## src/rtl/game_pkg.sv

```systemverilog
// Shared encodings for the flappy-ghost game: one-hot play states and BCD score layout.
// Imported by game_ctrl, its score counter and the display mux.
package game_pkg;

    localparam int DIGIT_W = 4;
    localparam int SCORE_W = 2 * DIGIT_W;

    localparam logic [SCORE_W-1:0] SCORE_MAX = 8'h99;

    typedef enum logic [2:0] {
        ST_READY = 3'b001,
        ST_PLAY  = 3'b010,
        ST_END   = 3'b100
    } state_t;

    // Tens digit dominates; ones only break a tie.
    function automatic logic bcd_gt(input logic [SCORE_W-1:0] a, input logic [SCORE_W-1:0] b);
        logic [DIGIT_W-1:0] a_tens, a_ones, b_tens, b_ones;
        a_tens = a[SCORE_W-1:DIGIT_W];
        a_ones = a[DIGIT_W-1:0];
        b_tens = b[SCORE_W-1:DIGIT_W];
        b_ones = b[DIGIT_W-1:0];
        return (a_tens > b_tens) || ((a_tens == b_tens) && (a_ones > b_ones));
    endfunction

endpackage

```

## src/rtl/game_bcd_counter2.sv

```systemverilog
// Two-digit BCD counter with clear and increment, saturating at 99; clear wins over increment.
// Registered count updates one cycle after inc/clr; count_next exposes the value being loaded.
module bcd_counter2
    import game_pkg::*;
(
    input  logic               clk,
    input  logic               rst_n,
    input  logic               inc,
    input  logic               clr,
    output logic [SCORE_W-1:0] count,
    output logic [SCORE_W-1:0] count_next
);

    logic [DIGIT_W-1:0] tens;
    logic [DIGIT_W-1:0] ones;

    assign tens = count[SCORE_W-1:DIGIT_W];
    assign ones = count[DIGIT_W-1:0];

    always_comb begin
        count_next = count;
        if (clr) begin
            count_next = '0;
        end else if (inc && (count != SCORE_MAX)) begin
            if (ones == DIGIT_W'(9)) begin
                count_next = {tens + DIGIT_W'(1), {DIGIT_W{1'b0}}};
            end else begin
                count_next = {tens, ones + DIGIT_W'(1)};
            end
        end
    end

    always_ff @(posedge clk or negedge rst_n) begin
        if (!rst_n) begin
            count <= '0;
        end else begin
            count <= count_next;
        end
    end

endmodule

```

## src/rtl/game_ctrl.sv

```systemverilog
// Game sequencer: one-hot READY/PLAYING/ENDING, frame-rate flap pulses, hit latch, BCD score/best.
// state/flap/game_rst change one cycle after frame_tick; score one cycle after pass.
module game_ctrl
    import game_pkg::*;
#(
    parameter int END_HOLD = 60
) (
    input  logic       clk,
    input  logic       rst_n,
    input  logic       frame_tick,
    input  logic       btn,
    input  logic       hit,
    input  logic       pass,
    output logic [2:0] state,
    output logic       flap,
    output logic       game_rst,
    output logic [7:0] score,
    output logic [7:0] best
);

    localparam logic [7:0] HOLD_MAX = 8'(END_HOLD);

    logic       btn_meta;
    logic       btn_s;
    logic       btn_prev;
    logic       hit_lat;
    logic [7:0] hold_cnt;
    logic [2:0] state_q;

    logic       playing;
    logic       press;
    logic       hit_now;
    logic       start;
    logic       score_inc;
    logic [7:0] score_next;

    assign playing   = (state_q == ST_PLAY);
    assign press     = frame_tick & btn_s & ~btn_prev;
    // A hit in the tick cycle itself belongs to the frame being judged.
    assign hit_now   = hit_lat | hit;
    assign start     = (state_q == ST_READY) & press;
    assign score_inc = pass & playing;

    bcd_counter2 u_score (
        .clk        (clk),
        .rst_n      (rst_n),
        .inc        (score_inc),
        .clr        (start),
        .count      (score),
        .count_next (score_next)
    );

    always_ff @(posedge clk or negedge rst_n) begin
        if (!rst_n) begin
            btn_meta <= 1'b0;
            btn_s    <= 1'b0;
            btn_prev <= 1'b0;
            hit_lat  <= 1'b0;
            hold_cnt <= '0;
            state_q  <= ST_READY;
            flap     <= 1'b0;
            game_rst <= 1'b0;
            best     <= '0;
        end else begin
            btn_meta <= btn;
            btn_s    <= btn_meta;
            flap     <= 1'b0;
            game_rst <= 1'b0;

            if (frame_tick) begin
                btn_prev <= btn_s;
            end

            if (frame_tick) begin
                hit_lat <= 1'b0;
            end else if (playing && hit) begin
                hit_lat <= 1'b1;
            end

            case (state_q)
                ST_READY: begin
                    if (press) begin
                        state_q  <= ST_PLAY;
                        game_rst <= 1'b1;
                    end
                end
                ST_PLAY: begin
                    if (frame_tick) begin
                        if (hit_now) begin
                            state_q  <= ST_END;
                            hold_cnt <= '0;
                            if (bcd_gt(score_next, best)) begin
                                best <= score_next;
                            end
                        end else if (press) begin
                            flap <= 1'b1;
                        end
                    end
                end
                ST_END: begin
                    if (frame_tick) begin
                        if ((hold_cnt == HOLD_MAX) && press) begin
                            state_q  <= ST_READY;
                            game_rst <= 1'b1;
                        end else if (hold_cnt != HOLD_MAX) begin
                            hold_cnt <= hold_cnt + 8'd1;
                        end
                    end
                end
                default: begin
                    state_q <= ST_READY;
                end
            endcase
        end
    end

    assign state = state_q;

endmodule
```

## config.mk

```make
export PLATFORM = sky130hd
export DESIGN_NAME = game_ctrl
export DESIGN_NICKNAME = d
export VERILOG_FILES = /design/src/rtl/game_pkg.sv /design/src/rtl/game_bcd_counter2.sv /design/src/rtl/game_ctrl.sv
export SDC_FILE = /design/constraint.sdc
export NUM_CORES = 1
export LEC_CHECK = 0
export ABC_AREA = 1
export CORE_MARGIN = 3
export CORE_UTILIZATION = 37
export DETAILED_ROUTE_END_ITERATION = 7
export GPL_TIMING_DRIVEN = 0
export SETUP_SLACK_MARGIN = 0.1
export SLEW_MARGIN = 20
export SYNTH_ARGS = -nofsm -noshare
export SYNTH_HDL_FRONTEND = slang
export SYNTH_SLANG_ARGS = --single-unit
```

## constraint.sdc

```tcl
create_clock -name clk -period 2.7 [get_ports clk]
set_clock_uncertainty 0.15 [all_clocks]
set_input_delay 0.54 -clock clk [delete_from_list [all_inputs] [get_ports clk]]
set_output_delay 0.54 -clock clk [all_outputs]
set_load 0.005 [all_outputs]
```

==> out/qor.txt, run 1 <==
GP Congestion - 0.783
Die ar. - 0.00633 mm²
Hold Fails Final Rpt - 0
Most used DFF post-synth - dfrtp_1
Hold Crit Start - btn_meta
CTS root buffer - clkbuf_8
CP Class - reg -> reg
CTS max path bufs - 2
drt first pass iters - 4
synthesized flop and latch total - 33
CTS H-tree depth - 2
DIE WIDTH - 79.6 µm
CTS tree - built
clock sinks - 33
final wirelength - 4600 µm
sequential-to-total area share from yosys stat - 41.3%
Crit path largest cell delay - 390 ps
Net count, final - 323
Synth Area in Compound Gates - 8.50%
Fmax - 396 MHz
largest family of logic cells by synthesized area - simple AND/OR/NAND/NOR gates
fraction of the mapped netlist area in simple logic gates - 32.4%
Ant. Diodes - 0
Vias - 1755
Synth area leader - dfrtp_1
vias in the first global route - 1581
num ports - 27
Post-Syn Area - 0.00200 mm²
synth warn - 0
Startpoint Class - flip-flop
Finished Core Util - 56.0%
CP Capture Type - flip-flop
cell row count - 26
Min Hold Slack - 223 ps
Max Fanout on Critical Path - 5
Iter 0 DRT Violations - 59
clk slew on worst S/H paths - 70 ps
Synth Net Count - 269
PortBufs - 26
via/cell ratio - 4.67
Worst-Skew Late Latency - 290 ps
most frequent cell after synthesis - nand2_1
initial core utilization - 38.7%
Max-Cap Viols - 0
Tcrit/Tclk final - 93.6%
Slew HR - 79.7%
syn_area_per_cell - 7.98 µm²
post-route ant nets - 0
Mapped Cells - 251
adder-cell share of the synthesized area - 7.50%
Critical Path RT - 2740 ps
XOR/XNOR Fraction of Synth Area - 1.31%
CP dominant cell by count - nand2_2
Cell Count Post-Placement - 348
largest net degree at the start of global routing - 24
worst-margin pin slew - 305 ps
outcome - finished clean
Residual DRC - 0
routed len/inst - 12.2 µm
Hold WC Path Type - reg -> reg
Num CTS Buffers - 5
Global Route Usage Sum - 14.6%
Synth top cells by count - nand2_1 (71), inv_1 (36), dfrtp_1 (32), nand3_1 (23)
Post-DP HPWL - 3030 µm
first-pass GRT wire length - 7250 µm
worst r2r src - u_score.count[5]
CP max-delay cell - dfrtp_1
Post-synth EDFFs - 0
VDD IR-drop max - 0.000344 V
core area - 0.00517 mm²
Synth area leaders - dfrtp_1 (40%), nand2_1 (13%), ha_1 (7.5%), inv_1 (6.8%), nand3_1 (5.8%)
Yosys top cell area share - 40.0%
Worst EP arrival - 2560 ps
die height - 79.6 µm
Final Non-Filler Cells - 376
layout cells sized above 1 - 34.6%
Tmin final - 2530 ps
Slew Viols, Final - 0
post-synthesis mux area share - 0%
P_leak - 1.42 nW
ys async rst share - 100%
grt ovf - 0
Setup-failing EPs final - 0
Netlist cell types - 30
critical-path cell list - inv_1, ha_4, nand2_2, nor2_2, nor2_4, nand2_2, nand3_4, inv_2, ha_4, nand2_4, o21bai_1, a21oi_2, nand2_4, clkbuf_16, nand2_2, o21ai_2
power per cell area - 896 mW/mm²
RSZ-0062 raised after global routing - no
Worst Setup SP - u_score.count[5]
Area growth syn-to-layout - 44.6%
initial antenna violation count - 0
internal reg-to-reg setup slack - 170 ps
-- metal layers --
metal,share of wire [%],vias up,track usage (%)
li1,-,900,-
met1,47,825,19.7
met2,48,22,22.8
met3,2.6,8,2.60
met4,2.3,0,6.70
met5,0,-,0
-- power by group --
part           switching [mW]  total, mW  internal, mW
Sequential              0.120      0.729         0.608
Clock                   0.188      0.488         0.300
Combinational           0.682       1.38         0.696
Total                   0.990       2.59          1.60
-- path summary, 6_finish.rpt --
check                      cells after the start          endpoint
min reg2reg                                    0             btn_s
max reg2reg                                   16           best[7]
max                                           16           best[7]
max in group asynchronous                      3  u_score.count[0]
min in group asynchronous                      2       hold_cnt[7]
min                                            0             btn_s
-- flip-flops by register name, indices dropped and copies added, names as in the netlist --
register / count
btn_s: 1
flap: 1
u_score.count: 8
hit_lat: 1
game_rst: 1
state: 3
best: 8
btn_prev: 1
hold_cnt: 8
btn_meta: 1
-- layout by cell type, fill, tap and decap left out, drive strengths merged, types with 3 or more instances in the layout --
master,synthesis,final
inv,42,42
a21oi,4,4
nand2,74,75
or2,4,4
nand3,28,28
ha,12,12
nor2,20,20
clkdlybuf4s50,0,23
dfrtp,32,32
xor2,3,3
buf,2,21
clkbuf,0,7
nor3,3,3
o21ai,19,19
-- worst max-delay path, delay by kind of cell (launching register included) --
family	cells	cell delay, ps
compound gates	3	410
fa+ha+maj	2	450
simple gates	8	730
buf+inv	3	310
flops	1	390
-- kinds of logic after synthesis --
family,count (synthesis)
AND/OR/NAND/NOR,132
buffers and inverters,44
flip-flops,33
AO/OA/AOI/OAI,27
adder cells (fa/ha/maj),12
XOR/XNOR,3
-- cell type report --
class,count,area (µm²)
Fill cell,463,2280
Clock inverter,2,37.5
Sequential cell,33,832
Clock buffer,6,82.6
Buffer,2,26.3
Tap cell,70,87.6
Timing Repair Buffer,46,447
Multi-Input combinational cell,175,1220
Inverter,42,158
-- through the flow --
step | setup TNS [ps] | total power [mW] | cell area, µm² | setup WS, ps
after global routing | 0 | 2.81 | 2900 | 18.5
after global placement | -3950 | 1.63 | 2350 | -502
after floorplan | 0 | 1.30 | 2000 | 264
after detailed placement | -4180 | 1.65 | 2370 | -540
final | 0 | 2.59 | 2900 | 174
after CTS | 0 | 2.23 | 2570 | 101
-- what timing repair did --
item	CTS	global route
gates cloned	0	2
resized for setup	10	50
hold buffers	1	0
endpoints found under the setup margin	8	8
hold endpoints to repair	9	0
pin swaps	5	18
buffers inserted	4	13
Note: power is estimated with default switching activity, not from simulation.
==> run 2, diff against run 1 <==
--- a/config.mk
+++ b/config.mk
@@ -6,7 +6,6 @@
 export NUM_CORES = 1
 export LEC_CHECK = 0
 export ABC_AREA = 1
-export CORE_MARGIN = 3
 export CORE_UTILIZATION = 37
 export DETAILED_ROUTE_END_ITERATION = 7
 export GPL_TIMING_DRIVEN = 0
==> run 2 against run 1 <==
- fmax grew 1.6%
- cell count shrank 1.3%
- largest cell class unchanged
- clock power is essentially flat
- die area shrank 9.8%
- clock-buffer cell count is the same
- combinational power shrank 9%
- highest routed layer unchanged
- sequential share of layout area grew 0.76 points
- worst setup slack gained 41 ps
- via count shrank 3.2%
==> out/qor.txt, run 2 (same netlist as run 1, synthesis figures left out) <==
CTS max path bufs - 2
Min Hold Slack - 204 ps
initial antenna violation count - 0
Residual DRC - 0
drt first pass iters - 4
grt ovf - 0
outcome - finished clean
CP Class - reg -> reg
power per cell area - 876 mW/mm²
die height - 75.6 µm
Vias - 1699
Hold WC Path Type - reg -> reg
Ant. Diodes - 0
RSZ-0062 raised after global routing - yes
DIE WIDTH - 75.6 µm
Slew Viols, Final - 0
Die ar. - 0.00571 mm²
critical-path cell list - inv_2, nand3_4, nor2_8, inv_2, nor2_4, nand2_2, nand3_4, inv_4, ha_4, nand2_2, o21bai_4, a21oi_2, nand2_2, buf_6, nand2_1, o21ai_2
Tcrit/Tclk final - 92.1%
Worst-Skew Late Latency - 290 ps
Max Fanout on Critical Path - 5
Power Total - 2.47 mW
CTS H-tree depth - 2
Critical Path RT - 2730 ps
Startpoint Class - flip-flop
first-pass GRT wire length - 6800 µm
Tmin final - 2490 ps
Setup-failing EPs final - 0
clk slew on worst S/H paths - 70 ps
Fmax - 402 MHz
post-route ant nets - 0
initial core utilization - 38.7%
worst-margin pin slew - 282 ps
Post-DP HPWL - 3000 µm
commonest non-fill, non-tap cell in the layout - nand2_1
commonest cells after routing, fill and taps aside - nand2_1 (62), dfrtp_1 (29), inv_1 (28), clkdlybuf4s50_1 (23), nand3_1 (18)
Net count, final - 318
Num CTS Buffers - 5
Area growth syn-to-layout - 40.7%
vias in the first global route - 1519
Iter 0 DRT Violations - 56
Worst EP arrival - 2510 ps
PortBufs - 26
top flop regs - best: 8 flops, hold_cnt: 8 flops, u_score.count: 8 flops
via/cell ratio - 4.58
P_leak - 1.39 nW
Buf+Inv Stages, Crit Path - 4
Crit path largest cell delay - 440 ps
layout cells sized above 1 - 31.6%
routed len/inst - 11.6 µm
CP dominant cell by count - nand2_2
cell row count - 26
CTS tree - built
largest net degree at the start of global routing - 25
core area - 0.00517 mm²
Max-Cap Viols - 0
CP max-delay cell - dfrtp_1
CP Capture Type - flip-flop
Global Route Usage Sum - 16.3%
CTS root buffer - clkbuf_8
Hold Fails Final Rpt - 0
final wirelength - 4300 µm
num ports - 27
CP top delay family - simple AND/OR/NAND/NOR gates
VDD IR-drop max - 0.000313 V
GP Congestion - 0.758
clock sinks - 33
Slew HR - 81.2%
[run 2: cell count changes in the layout (fill, tap and decap cells not counted), moves of 2 or more]
cell     delta
inv_4       +2
nand2_4     -2
buf_4       -6
buf_6       +4
nand2_1     +6
nand2_2     -5
inv_1       -2
[run 2: power breakdown]
group / switching (mW) / internal (mW) / leakage, nW / total, mW
clock: 0.185 / 0.300 / 0.0574 / 0.485
sequential: 0.122 / 0.608 / 0.439 / 0.730
combinational: 0.619 / 0.632 / 0.893 / 1.25
[run 2: layout make-up]
cell class / count / area, µm²
plain buffers: 2 / 22.5
flip-flops and latches: 33 / 831
well taps: 70 / 87.6
clock buffers: 6 / 82.6
repair buffers: 42 / 410
inverters: 42 / 163
multi-input cells: 174 / 1180
clock inverters: 2 / 37.5
fillers: 481 / 2360
[run 2: path summary, 6_finish.rpt]
path	startpoint	to	slack, ps	cells after the start
worst max-delay path	state[2]	best[6]	210	16
worst min-delay path	btn_meta	btn_s	200	0
worst max register to register	state[2]	best[6]	210	16
worst min register to register	btn_meta	btn_s	200	0
max in group asynchronous	rst_n	u_score.count[0]	1470	3
min in group asynchronous	rst_n	hold_cnt[3]	510	2
[run 2: per-stage QoR]
stage | instance area (µm²) | TNS, ps | cells | setup slack, ps | utilization (%)
floorplan | 2000 | 0 | 251 | 264 | -
global placement | 2350 | -3970 | 347 | -504 | 45.4
detailed placement | 2370 | -4070 | 348 | -517 | 45.9
CTS | 2600 | 0 | 362 | 100 | 50.3
global route | 2820 | 0 | 371 | 63.1 | 54.5
finish | 2820 | 0 | 371 | 215 | 54.5
[run 2: layer usage]
layer | wire (µm) | global-route usage (%)
met1 | 2120 | 22.0
met2 | 1960 | 24.9
met3 | 143 | 4.50
met4 | 72 | 6.79
met5 | 0 | 0
[run 2: repair_timing]
action                                 CTS  global route
endpoints found under the hold margin    8             0
gates cloned                             1             0
hold buffers                             1             0
buffers inserted                         4             9
pin swaps                                8            12
setup endpoints to repair                8             8
gates resized for setup                 15            44
